**config.mk**
```make
export PLATFORM = sky130hd
export DESIGN_NAME = pipe_hazard_ctrl
export DESIGN_NICKNAME = d
export VERILOG_FILES = /design/src/rtl/pipe_ctrl_pkg.sv /design/src/rtl/hz_perf_cnt.sv /design/src/rtl/pipe_hazard_ctrl.sv
export SDC_FILE = /design/constraint.sdc
export NUM_CORES = 1
export LEC_CHECK = 0
export ABC_AREA = 1
export BUFFER_PORTS_ARGS = -buffer_cell sky130_fd_sc_hd__buf_4
export CAP_MARGIN = 10
export CORE_MARGIN = 1.5
export CORE_UTILIZATION = 40
export DETAILED_ROUTE_END_ITERATION = 16
export PLACE_DENSITY = 0.77
export RECOVER_POWER = 50
export SLEW_MARGIN = 15
export SYNTH_ARGS = -nofsm -noshare
export SYNTH_HDL_FRONTEND = slang
export SYNTH_HIERARCHICAL = 1
export SYNTH_SLANG_ARGS = --single-unit
```
**constraint.sdc**
```tcl
create_clock -name clk -period 4.16 [get_ports clk]
set_clock_uncertainty 0.2 [all_clocks]
set_input_delay 0.832 -clock clk [delete_from_list [all_inputs] [get_ports clk]]
set_output_delay 0.832 -clock clk [all_outputs]
set_load 0.01 [all_outputs]
```
**src/rtl/pipe_ctrl_pkg.sv**
```systemverilog
// pipe_ctrl_pkg
// Shared types and constants for the 5-stage pipeline hazard controller.
//   state_t          : controller FSM state (RUN, MEM_WAIT)
//   WAIT_MAX_DEFAULT : default bound on data-memory wait cycles
//   REG_ZERO         : hard-wired zero register, never a real dependency
//   reg_hit()        : true when a producer destination feeds a consumer source
package pipe_ctrl_pkg;

  typedef enum logic {
    RUN      = 1'b0,
    MEM_WAIT = 1'b1
  } state_t;

  localparam int WAIT_MAX_DEFAULT = 16;

  localparam logic [4:0] REG_ZERO = 5'd0;

  // Writes to r0 are discarded by the register file, so they never create a hazard.
  function automatic logic reg_hit(input logic [4:0] dst, input logic [4:0] src);
    return (dst != REG_ZERO) && (dst == src);
  endfunction

endpackage

```
**src/rtl/hz_perf_cnt.sv**
```systemverilog
// hz_perf_cnt
// Free-running hazard performance counters, both wrapping modulo 2^32.
// Ports:
//   clk, rst        : clock, asynchronous active-high reset
//   stall_inc       : a memory-hold or load-use cycle occurred
//   flush_inc       : an IF/ID or ID/EX flush was issued this cycle
//   stall_cycles    : accumulated stall cycles
//   flush_events    : accumulated flush cycles
module hz_perf_cnt (
  input  logic        clk,
  input  logic        rst,
  input  logic        stall_inc,
  input  logic        flush_inc,
  output logic [31:0] stall_cycles,
  output logic [31:0] flush_events
);

  always_ff @(posedge clk or posedge rst) begin
    if (rst) begin
      stall_cycles <= 32'd0;
      flush_events <= 32'd0;
    end else begin
      if (stall_inc) stall_cycles <= stall_cycles + 32'd1;
      if (flush_inc) flush_events <= flush_events + 32'd1;
    end
  end

endmodule

```
**src/rtl/pipe_hazard_ctrl.sv**
```systemverilog
// pipe_hazard_ctrl
// Sequencing controller for the 5-stage core: stage load enables and bubble
// flushes for PC, IF_ID, ID_EX, EX_MEM, MEM_WB. Inserts a load-use bubble,
// squashes wrong-path fetches on taken branches / jumps, freezes the pipe on
// an outstanding data-memory access and flags a sticky bus error on timeout.
//
// Build option: HAZ_PERF_CNT_EN enables the stall/flush performance counters;
// without it stall_cycles and flush_events are tied to 0.
//
// Ports:
//   clk, rst                     : clock, asynchronous active-high reset
//   id_rs, id_rt, id_uses_rt     : source operands of the ID instruction
//   ex_rd, ex_regw, ex_mem2r     : destination / kind of the EX instruction
//   ex_branch_taken, id_jump     : control-flow redirects
//   dm_req, dm_ready             : data-memory handshake of the MEM stage
//   pc_wr .. mem_wb_wr           : stage register load enables
//   if_id_flush, id_ex_flush,
//   mem_wb_flush                 : load a bubble into the stage register
//   bus_err                      : sticky memory timeout flag
//   stall_cycles, flush_events   : performance counters
//
// state    | meaning
// ---------+-----------------------------------------------------------
// RUN      | normal flow; a blocked memory access enters MEM_WAIT
// MEM_WAIT | pipe frozen waiting for dm_ready; wait_cnt bounds the wait
module pipe_hazard_ctrl
  import pipe_ctrl_pkg::*;
#(
  parameter int WAIT_MAX = WAIT_MAX_DEFAULT  // legal range 2..255
) (
  input  logic        clk,
  input  logic        rst,
  input  logic [4:0]  id_rs,
  input  logic [4:0]  id_rt,
  input  logic        id_uses_rt,
  input  logic [4:0]  ex_rd,
  input  logic        ex_regw,
  input  logic        ex_mem2r,
  input  logic        ex_branch_taken,
  input  logic        id_jump,
  input  logic        dm_req,
  input  logic        dm_ready,
  output logic        pc_wr,
  output logic        if_id_wr,
  output logic        id_ex_wr,
  output logic        ex_mem_wr,
  output logic        mem_wb_wr,
  output logic        if_id_flush,
  output logic        id_ex_flush,
  output logic        mem_wb_flush,
  output logic        bus_err,
  output logic [31:0] stall_cycles,
  output logic [31:0] flush_events
);

  localparam logic [7:0] WAIT_LAST = 8'(WAIT_MAX - 1);

  state_t     state;
  logic [7:0] wait_cnt;
  logic       timeout;
  logic       mem_hold;
  logic       load_use;

  assign timeout  = (state == MEM_WAIT) && (wait_cnt == WAIT_LAST);
  assign mem_hold = dm_req && !dm_ready && !timeout;
  assign load_use = ex_mem2r && ex_regw &&
                    (reg_hit(ex_rd, id_rs) || (id_uses_rt && reg_hit(ex_rd, id_rt)));

  always_comb begin
    pc_wr        = 1'b1;
    if_id_wr     = 1'b1;
    id_ex_wr     = 1'b1;
    ex_mem_wr    = 1'b1;
    mem_wb_wr    = 1'b1;
    if_id_flush  = 1'b0;
    id_ex_flush  = 1'b0;
    mem_wb_flush = 1'b0;

    if (mem_hold) begin
      // Front of the pipe freezes; WB keeps clocking but retires a bubble so
      // the stalled MEM instruction is not written back twice.
      pc_wr        = 1'b0;
      if_id_wr     = 1'b0;
      id_ex_wr     = 1'b0;
      ex_mem_wr    = 1'b0;
      mem_wb_flush = 1'b1;
    end else begin
      // A timed-out access never completed, so its writeback is squashed.
      if (timeout) mem_wb_flush = 1'b1;

      if (ex_branch_taken) begin
        if_id_flush = 1'b1;
        id_ex_flush = 1'b1;
      end else if (load_use && !timeout) begin
        pc_wr       = 1'b0;
        if_id_wr    = 1'b0;
        id_ex_flush = 1'b1;
      end else if (id_jump) begin
        if_id_flush = 1'b1;
      end
    end

    if (rst) begin
      pc_wr        = 1'b0;
      if_id_wr     = 1'b0;
      id_ex_wr     = 1'b0;
      ex_mem_wr    = 1'b0;
      mem_wb_wr    = 1'b0;
      if_id_flush  = 1'b0;
      id_ex_flush  = 1'b0;
      mem_wb_flush = 1'b0;
    end
  end

  always_ff @(posedge clk or posedge rst) begin
    if (rst) begin
      state    <= RUN;
      wait_cnt <= 8'd0;
      bus_err  <= 1'b0;
    end else begin
      case (state)
        RUN: begin
          if (dm_req && !dm_ready) begin
            state    <= MEM_WAIT;
            wait_cnt <= 8'd0;
          end
        end
        MEM_WAIT: begin
          if (timeout) begin
            bus_err <= 1'b1;
            state   <= RUN;
          end else if (dm_ready) begin
            state <= RUN;
          end else begin
            wait_cnt <= wait_cnt + 8'd1;
          end
        end
        default: state <= RUN;
      endcase
    end
  end

`ifdef HAZ_PERF_CNT_EN
  logic stall_inc;
  logic flush_inc;

  assign stall_inc = mem_hold || load_use;
  assign flush_inc = if_id_flush || id_ex_flush;

  hz_perf_cnt u_perf (
    .clk          (clk),
    .rst          (rst),
    .stall_inc    (stall_inc),
    .flush_inc    (flush_inc),
    .stall_cycles (stall_cycles),
    .flush_events (flush_events)
  );
`else
  assign stall_cycles = 32'd0;
  assign flush_events = 32'd0;
`endif

endmodule

```
==> flow_summary.ini <==
[worst_hold_path]
hp-start = bus_err
hp-class = flip-flop to flip-flop
min_path_cells = 1
min_to = bus_err

[yosys]
synthesis.area_um2 = 1340
ys_seq_elements = 10
netlist_instances = 201
synth_cell_types = 25
ys_seq_area_frac = 0.187
syn_avg_cell_area_um2 = 6.67
yosys_warnings = 6

[critical_path]
critPathBufInv = 1
cp_cell_sequence = ha_1 > nand3_1 > nor2_1 > nor2_2 > nor2_4 > a21boi_2 > buf_4
cp.depth = 7
regToRegSetupSlack_ns = 2.08
r2r_end = wait_cnt[3]
slowest_stage = nor2_1
rr_startpoint = wait_cnt[0]
start_kind = flip-flop
cp.arrival_ns = 1.93
reg2regPathDepth = 7
critPathMaxFanout = 6
critPathTopFamily = simple AND/OR/NAND/NOR gates
max_stage_delay_ns = 0.44
crit_type = flip-flop to output port
cp.required_ns = 3.13
end_kind = output port

[power_and_ir_drop]
p_leak_nw = 0.867
combPwrFrac = 0.338
switching_share = 0.350
p_int_mw = 0.200
peakVddDrop_uv = 171
clkPwrFrac = 0.282
p_total_mw = 0.307
p_switching_mw = 0.107
seq_power_share = 0.380
powerDensity_nw_per_um2 = 222

[layout]
nets = 260
fin_util = 0.443
layout.cells.non_filler = 278
drive_gt1_frac = 0.184
syn_to_final_growth_pct = 3.36
num_antenna_cells = 0
fillers = 322

[sta]
setup_viol = 0
rsz0062_at_grt = no
max_freq_mhz = 338
fin_setup_tns_ns = 0
drv_slew = 0
period_share = 0.712
slew-limit-headroom = 0.517
hold_viol_final = 0
min_period_ns = 2.96
worst_pin_slew_ns = 0.720

[global_routing]
grt_pass1_vias = 734
grt_overflow = 0
antenna_found_initial = 0
grt_pass1_wl_um = 2970
grt_usage = 0.107
grt_max_degree = 12

[job]
max_cap_violations = 0

[place]
dp_hpwl_um = 1750
dp_cells = 274
gp_congestion = 0.773
portBuffers = 32

[clock_tree]
htree_levels = 1
post_cts_buffers = 0
cts_tree = yes
cts_max_path_buffers = 2
path_clk_slew_ns = 0.06
cts.sinks = 10
clock_latency_ns = 0.27
cts-root-buf = clkbuf_4
cts_resized = 0
cts_hold_buf = 0
cts_buffers = 3

[route]
wl_per_cell_um = 7.28
drc_errors = 0
num_vias = 1001
drt-pass1-iter-count = 4
drt_iter0_markers = 44
viasPerCell = 3.60
ant_nets = 0
routed_wl_um = 2030

[die]
initial_core_util = 0.429
pin_count = 97
core_area_um2 = 3130
die_area_um2 = 3710
die_y_um = 60.9
die_w_um = 60.9
num_rows = 20

[outcome]
status = finished, final reports clean
## sequential cells by signal (all words and copies together), names as in the netlist
signal	cells
bus_err	1
wait_cnt	8
state	1
## power by group through the flow
stage / sequential (mW) / clock [mW] / combinational (mW)
final: 0.117 / 0.0867 / 0.104
after CTS: 0.117 / 0.0899 / 0.106
after global placement: 0.119 / 0 / 0.105
after floorplan: 0.118 / 0 / 0.118
after global routing: 0.118 / 0.0970 / 0.121
after detailed placement: 0.119 / 0 / 0.106
## metal layers
metal / share of wire / track usage / vias up
met5: 0 / 0 / -
met4: 0.0054 / 0.0373 / 0
met3: 0.10 / 0.0341 / 2
met2: 0.47 / 0.184 / 49
met1: 0.42 / 0.124 / 405
li1: - / - / 545
## layout by cell type, fill, tap and decap left out, types with 2 or more instances in the layout
cell,synthesis,routed
nand2_1,51,51
nand3_1,9,10
dfrtp_1,10,10
nor2_1,13,14
conb_1,1,64
inv_1,26,26
nor2_2,2,2
o21ai_0,4,4
buf_4,66,31
clkbuf_4,0,3
xor2_1,2,2
nor3_1,1,2
## Yosys cell counts
cell type | instances | share of area
o21a_1 | 1 | 0.0056
nor2_2 | 2 | 0.0093
inv_2 | 1 | 0.0028
inv_1 | 26 | 0.073
nand3b_1 | 1 | 0.0056
nand3_1 | 9 | 0.034
nor2_4 | 2 | 0.017
nor2_1 | 13 | 0.036
a21oi_1 | 1 | 0.0037
o21ai_0 | 4 | 0.015
buf_4 | 66 | 0.37
o21bai_1 | 1 | 0.0056
nor3_1 | 1 | 0.0037
nor3_4 | 2 | 0.024
nand3_2 | 1 | 0.0075
a21boi_2 | 1 | 0.0084
conb_1 | 1 | 0.0028
ha_1 | 1 | 0.0093
xor2_1 | 2 | 0.013
dfrtp_1 | 10 | 0.19
nand4_1 | 1 | 0.0047
or2_2 | 1 | 0.0047
xnor2_1 | 1 | 0.0065
nand4_2 | 1 | 0.0093
nand2_1 | 51 | 0.14
## per-stage QoR
stage,setup WS [ns],instance area (um2),hold WS [ns]
after floorplan,1.57,1580,0.267
after global placement,1.41,1380,0.253
after detailed placement,1.42,1380,0.268
after CTS,1.39,1410,0.283
after global routing,0.978,1390,0.299
final,1.20,1390,0.274
## worst max-delay path by stage
stage	to	start	slack [ns]
6_report	id_ex_flush	wait_cnt[0]	1.20
5_1_grt	if_id_wr	wait_cnt[0]	0.98
4_1_cts	if_id_wr	wait_cnt[0]	1.39
3_5_place_dp	if_id_wr	ex_rd[1]	1.42
3_3_place_gp	if_id_wr	ex_rd[0]	1.41
2_1_floorplan	pc_wr	ex_rd[3]	1.57
## layout make-up
class	instances	area (um2)	share of cell area
inverters	27	101	0.0731
well taps	44	55.1	0.0397
clock buffers	4	36.3	0.0262
multi-input cells	161	707	0.510
flip-flops and latches	10	250	0.181
repair buffers	32	236	0.171
## cells by family after synthesis
kind of cell,synth area share
buf+inv,0.445
simple gates,0.299
flops,0.187
compound gates,0.0382
xor+xnor,0.0196
fa+ha+maj,0.00933
other cells,0.00280
Note: power is estimated with default switching activity, not from simulation.
